[src/rtl/multicycle_controller.sv]
// multicycle_controller: RV32I multicycle control FSM with memory wait states, retire pulse and sticky trap
module multicycle_controller #(
   parameter int MEM_WAIT     = 0,
   parameter bit ENABLE_ITYPE = 1'b1
) (
   input  logic       clk,
   input  logic       rst,
   input  logic [6:0] opcode,
   input  logic       zero,
   output logic       pc_write,
   output logic       adr_src,
   output logic       mem_write,
   output logic       ir_write,
   output logic       reg_write,
   output logic [1:0] result_src,
   output logic [1:0] alu_src_a,
   output logic [1:0] alu_src_b,
   output logic [1:0] alu_op,
   output logic [1:0] imm_src,
   output logic       instr_done,
   output logic       illegal_instr
);
   localparam logic [3:0] S_FETCH     = 4'd0;
   localparam logic [3:0] S_DECODE    = 4'd1;
   localparam logic [3:0] S_MEM_ADR   = 4'd2;
   localparam logic [3:0] S_MEM_READ  = 4'd3;
   localparam logic [3:0] S_MEM_WB    = 4'd4;
   localparam logic [3:0] S_MEM_WRITE = 4'd5;
   localparam logic [3:0] S_EXEC_R    = 4'd6;
   localparam logic [3:0] S_EXEC_I    = 4'd7;
   localparam logic [3:0] S_ALU_WB    = 4'd8;
   localparam logic [3:0] S_BEQ       = 4'd9;
   localparam logic [3:0] S_JAL       = 4'd10;
   localparam logic [3:0] S_TRAP      = 4'd11;
   localparam logic [6:0] OP_LW  = 7'b0000011;
   localparam logic [6:0] OP_SW  = 7'b0100011;
   localparam logic [6:0] OP_R   = 7'b0110011;
   localparam logic [6:0] OP_I   = 7'b0010011;
   localparam logic [6:0] OP_BEQ = 7'b1100011;
   localparam logic [6:0] OP_JAL = 7'b1101111;
   localparam logic [3:0] WAIT_N = 4'(MEM_WAIT);
   logic [3:0] state_q, state_d, wcnt_q, wcnt_d, dec_next, nxt;
   logic       mem_state, last, hold;
   logic       pc_update, branch, ir_s, mw_s, rw_s, done_s, ill_s;
   assign mem_state = state_q == S_FETCH || state_q == S_MEM_READ || state_q == S_MEM_WRITE;
   assign last      = wcnt_q == WAIT_N;
   // memory states stretch until the wait counter reaches MEM_WAIT
   assign hold      = mem_state && !last;
   always_comb begin
      case (opcode)
         OP_LW, OP_SW: dec_next = S_MEM_ADR;
         OP_R:         dec_next = S_EXEC_R;
         OP_I:         dec_next = ENABLE_ITYPE ? S_EXEC_I : S_TRAP;
         OP_BEQ:       dec_next = S_BEQ;
         OP_JAL:       dec_next = S_JAL;
         default:      dec_next = S_TRAP;
      endcase
   end
   always_comb begin
      nxt = state_q;
      case (state_q)
         S_FETCH:                              nxt = S_DECODE;
         S_DECODE:                             nxt = dec_next;
         S_MEM_ADR:                            nxt = (opcode == OP_SW) ? S_MEM_WRITE : S_MEM_READ;
         S_MEM_READ:                           nxt = S_MEM_WB;
         S_MEM_WB, S_MEM_WRITE, S_ALU_WB, S_BEQ: nxt = S_FETCH;
         S_EXEC_R, S_EXEC_I, S_JAL:            nxt = S_ALU_WB;
         default:                              nxt = S_TRAP;
      endcase
      state_d = hold ? state_q : nxt;
      wcnt_d  = hold ? wcnt_q + 4'd1 : 4'd0;
   end
   always_ff @(posedge clk or posedge rst) begin
      if (rst) begin
         state_q <= S_FETCH;
         wcnt_q  <= 4'd0;
      end else begin
         state_q <= state_d;
         wcnt_q  <= wcnt_d;
      end
   end
   always_comb begin
      pc_update  = 1'b0;
      branch     = 1'b0;
      adr_src    = 1'b0;
      ir_s       = 1'b0;
      mw_s       = 1'b0;
      rw_s       = 1'b0;
      done_s     = 1'b0;
      ill_s      = 1'b0;
      result_src = 2'b00;
      alu_src_a  = 2'b00;
      alu_src_b  = 2'b00;
      alu_op     = 2'b00;
      case (state_q)
         S_FETCH: begin
            ir_s       = last;
            pc_update  = last;
            alu_src_b  = 2'b10;
            result_src = 2'b10;
         end
         S_DECODE: begin
            alu_src_a = 2'b01;
            alu_src_b = 2'b01;
         end
         S_MEM_ADR: begin
            alu_src_a = 2'b10;
            alu_src_b = 2'b01;
         end
         S_MEM_READ: adr_src = 1'b1;
         S_MEM_WB: begin
            result_src = 2'b01;
            rw_s       = 1'b1;
            done_s     = 1'b1;
         end
         S_MEM_WRITE: begin
            adr_src = 1'b1;
            mw_s    = last;
            done_s  = last;
         end
         S_EXEC_R: begin
            alu_src_a = 2'b10;
            alu_op    = 2'b10;
         end
         S_EXEC_I: begin
            alu_src_a = 2'b10;
            alu_src_b = 2'b01;
            alu_op    = 2'b10;
         end
         S_ALU_WB: begin
            rw_s   = 1'b1;
            done_s = 1'b1;
         end
         S_BEQ: begin
            alu_src_a = 2'b10;
            alu_op    = 2'b01;
            branch    = 1'b1;
            done_s    = 1'b1;
         end
         S_JAL: begin
            alu_src_a = 2'b01;
            alu_src_b = 2'b10;
            pc_update = 1'b1;
         end
         default: ill_s = 1'b1;
      endcase
   end
   // strobes are forced low while reset is held so nothing fires from the reset FETCH state
   assign pc_write      = !rst && (pc_update || (branch && zero));
   assign ir_write      = !rst && ir_s;
   assign mem_write     = !rst && mw_s;
   assign reg_write     = !rst && rw_s;
   assign instr_done    = !rst && done_s;
   assign illegal_instr = !rst && ill_s;
   assign imm_src = (opcode == OP_SW)  ? 2'b01 :
                    (opcode == OP_BEQ) ? 2'b10 :
                    (opcode == OP_JAL) ? 2'b11 : 2'b00;
endmodule
[config.mk]
export PLATFORM = sky130hd
export DESIGN_NAME = multicycle_controller
export DESIGN_NICKNAME = d
export VERILOG_FILES = /design/src/rtl/multicycle_controller.sv
export SDC_FILE = /design/constraint.sdc
export NUM_CORES = 1
export LEC_CHECK = 0
export CORE_UTILIZATION = 40
export CTS_BUF_LIST = sky130_fd_sc_hd__clkbuf_2 sky130_fd_sc_hd__clkbuf_4 sky130_fd_sc_hd__clkbuf_8
export DETAILED_ROUTE_END_ITERATION = 8
export PLACE_DENSITY = 0.72
export SYNTH_ARGS = -nofsm -noshare
export SYNTH_HDL_FRONTEND = slang
export SYNTH_SLANG_ARGS = --single-unit
[constraint.sdc]
create_clock -name clk -period 1.8 [get_ports clk]
set_input_delay 0.18 -clock clk [delete_from_list [all_inputs] [get_ports clk]]
set_output_delay 0.18 -clock clk [all_outputs]
set_load 0.02 [all_outputs]
==> flow_summary.ini, run 1 <==
[pwr]
intPower_mw = 0.2896
seqPwrFrac_pct = 49.0
powerDensity_nw_per_um2 = 284.2
switching_power_mw = 0.07810
peakVddDrop_v = 0.0003725
clock_power_share_pct = 36.0
combPwrFrac_pct = 15.0
swShare_pct = 21.24
p_leak_nw = 0.6172

[critical_path]
worstSetupPathType = flip-flop to primary output
start_kind = flip-flop
arrival_ns = 1.73
cp_max_fo = 3
worstSetupEndpointType = primary output
crit_required_ns = 1.62

[flow_run]
drv_cap = 0

[place]
dpl-instance-area_um2 = 1285
port-buffer-count = 26
place.gp.congestion = 0.8775
place_inst = 178
hpwl_mm = 1.765
dpl_worst_slack_ns = -0.3951

[route]
via_per_inst = 5.155
drt_iter0_drc = 13
drc = 0
wl_mm = 2.181
wire_per_inst_um = 12.05
ant_nets = 0
firstDrtPassIters = 4
vias = 933

[synth]
syn_inst = 103
netlist_area_um2 = 780.7
synthFlopType = dfrtp_1
seq_area_frac_synth_pct = 25.64
ys_top_cells_by_count = nor2_1, inv_1, a21oi_1, dfrtp_1, nor3_1
synth_cell_type_count = 35
synth.area.top_cells = dfrtp_1, nor2_1, a21oi_1
synth_edf_count = 0
synth_nets = 115
yosysWarnings = 0
synth_top_cell_by_area = dfrtp_1
synth_top_area_share_pct = 25.64
ys_async_sr_fraction_pct = 100.0
syn_avg_cell_area_um2 = 7.580
ys_ff_latch = 8
yosysMostFrequentCell = nor2_1

[grt]
grt_remaining_overflow = 0
grt_usage_pct = 23.72
grt_pass1_wl_mm = 3.636
grt_pass1_vias = 909
antenna_found_initial = 0
grt_max_degree = 12

[floorplanning]
placementRows = 15
initial_core_util_pct = 43.79
coreArea_um2 = 1783
die_height_um = 46.18
io_pins = 27
die-area_um2 = 2133
die_x_um = 46.18

[finish]
fin_nets = 170
diodes = 0
fin_area_um2 = 1294
fin_cells = 181
drive_gt1_share_pct = 37.82
areaGrowthSynthToFinish_pct = 65.70

[status]
status = finished with violations
violations = setup timing

[sta]
finalCritPeriodShare_pct = 106.0
fin_skew_ns = 0.008641
setup_ws_ns = -0.1084
finalSetupTns_ns = -0.3472
max_freq_mhz = 524.0
finalSetupViolCount = 4
grt_setup_unrepaired = true
slew_headroom_pct = 80.48
fin_crit_ns = 1.908
tightest_slew_ns = 0.2906
finalHoldViolCount = 0
slew_viol_final = 0

[cts]
ctsRootBufferMaster = clkbuf_4
cts_hold_buf = 0
clock_sinks = 8
cts_htree_levels = 1
cts_buffers = 3
clk_latency_ns = 0.25
clk_pin_slew_ns = 0.05
cts_tree = yes
cts_buffer_depth = 2

[worst_hold_path]
hold_path_class = input port to asynchronous set/reset pin
## layer usage
layer,vias up,global-route usage [%],share of wire [%]
li1,466,-,-
met1,439,26.90,42
met2,28,44.51,54
met3,0,3.922,3.7
met4,0,7.059,0
met5,-,0,0
## per-stage QoR
stage	util [%]	hold WS (ns)	total power [mW]
4_1_cts	72.98	0.3640	0.3730
2_1_floorplan	-	0.003972	0.1963
6_report	72.56	0.3738	0.3677
5_1_grt	72.56	0.3887	0.3904
3_5_place_dp	72.07	0.5269	0.2397
3_3_place_gp	72.07	0.5116	0.2380
## state kept, by name, summed over array words and instances (netlist names)
| name | count |
|---|---|
| state_q | 4 |
| wcnt_q | 4 |
## cell type report
cell class	instances	area [um^2]
Tap cell	25	31.28
Inverter	9	33.78
Sequential cell	8	202.7
Fill cell	144	489.2
Clock buffer	3	22.52
Timing Repair Buffer	59	467.9
Multi-Input combinational cell	77	535.5
## final timing paths
path                           start    endpoint  slack (ns)  depth (start not counted)
setup / recovery           wcnt_q[0]    ir_write       -0.11                          6
hold / removal                   rst  state_q[2]        0.37                          3
setup reg to reg           wcnt_q[0]  state_q[1]        0.06                          8
hold reg to reg            wcnt_q[0]   wcnt_q[0]        0.53                          2
max in group asynchronous        rst  state_q[1]        1.28                          3
min in group clk           wcnt_q[0]   wcnt_q[0]        0.53                          2
## power groups by stage
| stage | Clock (mW) | Combinational (mW) | Sequential [mW] |
|---|---|---|---|
| final | 0.132 | 0.0551 | 0.180 |
| after global routing | 0.150 | 0.0609 | 0.180 |
| after CTS | 0.137 | 0.0556 | 0.180 |
| after detailed placement | 0 | 0.0566 | 0.183 |
| after global placement | 0 | 0.0549 | 0.183 |
| after floorplan | 0 | 0.0132 | 0.183 |
## cell families after synthesis
group	after synthesis	synth area share, %
xor+xnor	5	5.610
compound gates	26	25.32
fa+ha+maj	2	3.205
mux	1	1.282
flops	8	25.64
simple gates	43	28.52
buf+inv	18	10.42
## worst max-delay path: stages (launching register included)
cell	delay [ns]
dfrtp_1	0.37
inv_1	0.06
ha_1	0.12
or3b_4	0.39
buf_4	0.17
nor4_4	0.20
buf_4	0.18
## timing repair
action,CTS,global route
gates cloned,0,0
setup buffers,0,0
resized for setup,41,12
setup endpoints to repair,17,12
pin swaps,2,1
## placed cells by master (no fill, tap or decap), drive strengths merged, types with 2 or more instances in the layout
| cell type | n |
|---|---|
| a211oi | 2 |
| a21o | 3 |
| a21oi | 8 |
| buf | 37 |
| clkbuf | 8 |
| clkdlybuf4s50 | 9 |
| dfrtp | 8 |
| dlygate4sd2 | 7 |
| ha | 2 |
| inv | 9 |
| nand2 | 6 |
| nand2b | 4 |
| nand3 | 3 |
| nor2 | 12 |
| nor2b | 2 |
| nor3 | 7 |
| nor4 | 4 |
| o211ai | 2 |
| o21ai | 3 |
| or2 | 2 |
| xnor2 | 2 |
| xor2 | 3 |
Power figures use the tool's default switching activity.
==> inputs of run 2 (changes only) <==
--- a/config.mk
+++ b/config.mk
@@ -6,4 +6,5 @@
 export NUM_CORES = 1
 export LEC_CHECK = 0
+export CAP_MARGIN = 10
 export CORE_UTILIZATION = 40
 export CTS_BUF_LIST = sky130_fd_sc_hd__clkbuf_2 sky130_fd_sc_hd__clkbuf_4 sky130_fd_sc_hd__clkbuf_8
==> constraint.sdc (replaced) <==
create_clock -name clk -period 1.8 [get_ports clk]
set_input_delay 0.18 -clock clk [delete_from_list [all_inputs] [get_ports clk]]
set_output_delay 0.18 -clock clk [all_outputs]
set_load 0.05 [all_outputs]
==> run 2 against run 1 <==
Effect of this change: combinational power increased by 7.4%; the run still ends with setup timing left; critical path depth increased by 1; cell count decreased by 6.6%; clock-buffer cell count unchanged; clock skew decreased by 0.0081 ns; register-to-register slack got worse by 0.06 ns; utilization increased by 12 points; first-iteration DRC count increased to 2.6 times the previous value.
==> flow_summary.ini, run 2 (same netlist as run 1, synthesis figures left out) <==
[cts]
cts_buffer_depth = 2
clk_pin_slew_ns = 0.06
cts_buffers = 3
clk_latency_ns = 0.25
clock_sinks = 8
cts_htree_levels = 1
cts_tree = yes
ctsRootBufferMaster = clkbuf_4

[place]
dpl_worst_slack_ns = -0.002321
dpl-instance-area_um2 = 1358
place.gp.congestion = 0.7718
hpwl_mm = 1.731
place_inst = 158
port-buffer-count = 26

[route]
firstDrtPassIters = 4
drt_iter0_drc = 34
wl_mm = 2.559
vias = 961
ant_nets = 0
via_per_inst = 5.686
wire_per_inst_um = 15.14
drc = 0

[finish]
drive_gt1_share_pct = 45.14
areaGrowthSynthToFinish_pct = 92.15
fin_nets = 158
fin_cells = 169
layout_common_cells = buf_4, buf_12, nor2_1
final_common_cell = buf_4
reg.largest.list = state_q x4, wcnt_q x4
postLayoutCoreUtil_pct = 84.14
diodes = 0
fin_area_um2 = 1500

[status]
status = finished with violations
violations = setup timing

[sta]
whs_ns = 0.2730
fin_skew_ns = 0.0005245
slew_headroom_pct = 76.15
finalSetupViolCount = 4
grt_setup_unrepaired = true
setup_ws_ns = -0.2994
tightest_slew_ns = 0.3550
fin_crit_ns = 2.099
finalCritPeriodShare_pct = 116.6
slew_viol_final = 0
finalHoldViolCount = 0
max_freq_mhz = 476.3
finalSetupTns_ns = -0.8782

[critical_path]
arrival_ns = 1.92
cp-startpoint = wcnt_q[1]
worstSetupEndpointType = primary output
crit_required_ns = 1.62
r2r_start = wcnt_q[1]
crit_slowest_cell = or3b_4
start_kind = flip-flop
critical-path-max-stage-delay_ns = 0.41
worstSetupPathType = flip-flop to primary output
cp_max_fo = 3
path_cells = inv_1 -> ha_1 -> or3b_4 -> nor4_2 -> a21oi_1 -> nor3_2 -> buf_12

[flow_run]
drv_cap = 0

[grt]
grt_remaining_overflow = 0
grt_pass1_wl_mm = 3.815
antenna_found_initial = 0
grt_max_degree = 18
grt_usage_pct = 25.26
grt_pass1_vias = 923

[worst_hold_path]
hold_path_class = input port to asynchronous set/reset pin

[pwr]
power.total_mw = 0.3808
powerDensity_nw_per_um2 = 253.9
p_leak_nw = 0.6047
peakVddDrop_v = 0.0004537

[floorplanning]
io_pins = 27
die-area_um2 = 2133
die_x_um = 46.18
die_height_um = 46.18
coreArea_um2 = 1783
placementRows = 15
initial_core_util_pct = 43.79
==> run 2: cell types whose count changed in the layout (fill, tap and decap cells not counted), moves of 2 or more <==
cell	previous run	this run
buf_4	36	20
dlygate4sd2_1	7	0
nor3_2	1	3
buf_12	0	17
nor4_4	1	3
nor3_1	6	4
clkbuf_2	5	0
==> run 2: area by class of cell <==
class	instances	area, um^2
multi-input cells	77	610.6
repair buffers	47	595.6
fillers	97	282.8
flip-flops and latches	8	206.4
inverters	9	33.78
well taps	25	31.28
clock buffers	3	22.52
==> run 2: what timing repair did <==
item / CTS / global route
pin swaps: 2 / 2
resized for setup: 6 / 8
endpoints found under the setup margin: 11 / 13
hold buffers: 0 / 0
buffers inserted: 4 / 4
==> run 2: path summary, 6_finish.rpt <==
| kind | endpoint | slack, ns | cells after the start |
|---|---|---|---|
| max | pc_write | -0.30 | 7 |
| min | state_q[3] | 0.27 | 3 |
| max reg2reg | state_q[1] | 0 | 8 |
| min reg2reg | wcnt_q[3] | 0.54 | 2 |
| max in group asynchronous | state_q[1] | 1.38 | 3 |
| min in group clk | wcnt_q[3] | 0.54 | 2 |
==> run 2: metal layers <==
layer / part of all wire, % / global-route usage, %
met5: 0 / 0
met4: 2.1 / 12.35
met3: 4.7 / 2.745
met2: 56 / 46.48
met1: 37 / 28.33
==> run 2: worst max-delay path: cells and delay by family, from the launching register on <==
family	cells	cell delay [ns]
AND/OR/NAND/NOR	3	0.80
flip-flops	1	0.39
AO/OA/AOI/OAI	1	0.11
adder cells (fa/ha/maj)	1	0.13
buffers and inverters	2	0.23
==> run 2: power by group <==
group / switching [mW] / leakage (nW) / internal [mW] / total, mW
Combinational: 0.0267 / 0.495 / 0.0325 / 0.0592
Clock: 0.0652 / 0.0138 / 0.0766 / 0.142
Sequential: 0 / 0.0957 / 0.180 / 0.180
Total: 0.0919 / 0.605 / 0.289 / 0.381
==> inputs of run 3 (changes only) <==
==> constraint.sdc (replaced) <==
create_clock -name clk -period 1.8 [get_ports clk]
set_input_delay 0.18 -clock clk [delete_from_list [all_inputs] [get_ports clk]]
set_output_delay 0.18 -clock clk [all_outputs]
set_load 0.01 [all_outputs]
==> run 3 against run 2 <==
Effect of this change: the run still ends with setup timing left; global-route usage down 0.47 points; combinational power is 10% lower; non-clock buffer count increased by 13; worst hold slack improved by 0.10 ns; setup slack improved by 0.18 ns; via count decreased by 0.52%; largest power group unchanged.
==> flow_summary.ini, run 3 (same netlist as run 1, synthesis figures left out) <==
[route]
via_per_inst = 5.253
wl_mm = 2.401
drt_iter0_drc = 7
ant_nets = 0
firstDrtPassIters = 4
vias = 956
drc = 0
wire_per_inst_um = 13.19

[cts]
ctsRootBufferMaster = clkbuf_4
cts_tree = yes
clock_sinks = 8
cts_buffers = 3
cts_buffer_depth = 2
clk_latency_ns = 0.25
clk_pin_slew_ns = 0.05
cts_htree_levels = 1

[critical_path]
reg2reg_to = state_q[0]
start_kind = flip-flop
worstSetupEndpointType = primary output
cp_max_fo = 5
r2r_start = wcnt_q[0]
cp-startpoint = wcnt_q[0]
rrSetupSlack_ns = 0.16
crit_end = instr_done
crit_required_ns = 1.62
worstSetupPathType = flip-flop to primary output
arrival_ns = 1.74
reg2reg_depth = 6

[floorplanning]
io_pins = 27
initial_core_util_pct = 43.79
die-area_um2 = 2133
die_x_um = 46.18
placementRows = 15
coreArea_um2 = 1783
die_height_um = 46.18

[sta]
finalHoldViolCount = 0
fin_skew_ns = 0.004734
slew_viol_final = 0
finalSetupViolCount = 3
max_freq_mhz = 521.8
finalCritPeriodShare_pct = 106.5
slew_headroom_pct = 79.07
tightest_slew_ns = 0.3115
fin_crit_ns = 1.916
whs_ns = 0.3760
setup_ws_ns = -0.1163
grt_setup_unrepaired = true
finalSetupTns_ns = -0.2513

[finish]
drive_gt1_share_pct = 35.03
postLayoutCoreUtil_pct = 73.40
areaGrowthSynthToFinish_pct = 67.63
final_common_cell = buf_4
diodes = 0
nFillCells = 144
fin_nets = 171
multi_input_area_um2 = 539.3
fin_cells = 182
reg.largest.list = state_q x4, wcnt_q x4
fin_area_um2 = 1309
seq_area_um2 = 203.9
layout_common_cells = buf_4, nor2_1, dlygate4sd2_1

[grt]
antenna_found_initial = 0
grt_usage_pct = 24.80
grt_pass1_wl_mm = 3.732
grt_remaining_overflow = 0
grt_pass1_vias = 907
grt_max_degree = 12

[status]
status = finished with violations
violations = setup timing

[place]
place.gp.congestion = 0.8433
place_inst = 171
hpwl_mm = 1.665
port-buffer-count = 26
dpl-instance-area_um2 = 1220

[pwr]
powerDensity_nw_per_um2 = 281.9
p_leak_nw = 0.6365
peakVddDrop_v = 0.0003889

[flow_run]
drv_cap = 0

[worst_hold_path]
hold_path_class = input port to asynchronous set/reset pin
-- run 3: critical path: stages, from the launching register on --
cell,delay [ns]
dfrtp_1,0.37
inv_1,0.06
ha_1,0.12
or3b_4,0.42
a21o_1,0.19
a211oi_2,0.17
buf_2,0.16
-- run 3: how the worst min path moves through the flow --
stage                          from          to  slack [ns]  depth (start not counted)
after floorplan                 rst  state_q[0]       0.004                          1
after global placement    wcnt_q[0]   wcnt_q[0]        0.51                          2
after detailed placement  wcnt_q[0]   wcnt_q[0]        0.54                          2
after CTS                       rst   wcnt_q[2]        0.30                          3
after global routing            rst   wcnt_q[2]        0.39                          3
final                           rst   wcnt_q[2]        0.38                          3
-- run 3: per-layer routing --
| layer | global-route usage [%] | routed length [um] | vias to the layer above |
|---|---|---|---|
| met5 | 0 | 0 | - |
| met4 | 10.00 | 37 | 0 |
| met3 | 6.275 | 99 | 4 |
| met2 | 45.35 | 1280 | 33 |
| met1 | 26.73 | 983 | 446 |
| li1 | - | - | 473 |
-- run 3: layout make-up --
| type | instances | share of cell area (%) |
|---|---|---|
| Clock buffer | 3 | 1.721 |
| Inverter | 9 | 2.581 |
| Multi-Input combinational cell | 77 | 41.20 |
| Sequential cell | 8 | 15.58 |
| Tap cell | 25 | 2.390 |
| Timing Repair Buffer | 60 | 36.52 |
-- run 3: metrics by stage --
step	total power, mW	setup slack (ns)
finish	0.3689	-0.1163
global route	0.3930	-0.2167
CTS	0.3755	-0.1095
detailed placement	0.2361	-0.3413
global placement	0.2344	-0.3136
floorplan	0.1950	0.1126
-- run 3: where the power goes --
group | switching, mW | internal (mW)
Sequential | 0 | 0.180
Combinational | 0.0208 | 0.0322
Clock | 0.0597 | 0.0762
-- run 3: timing repair --
action                                  CTS  global route
hold buffers                              0             0
endpoints found under the hold margin     0             0
gates resized for setup                  36             7
endpoints found under the setup margin   17             7
pin swaps                                 4             2
buffers inserted                          7             1
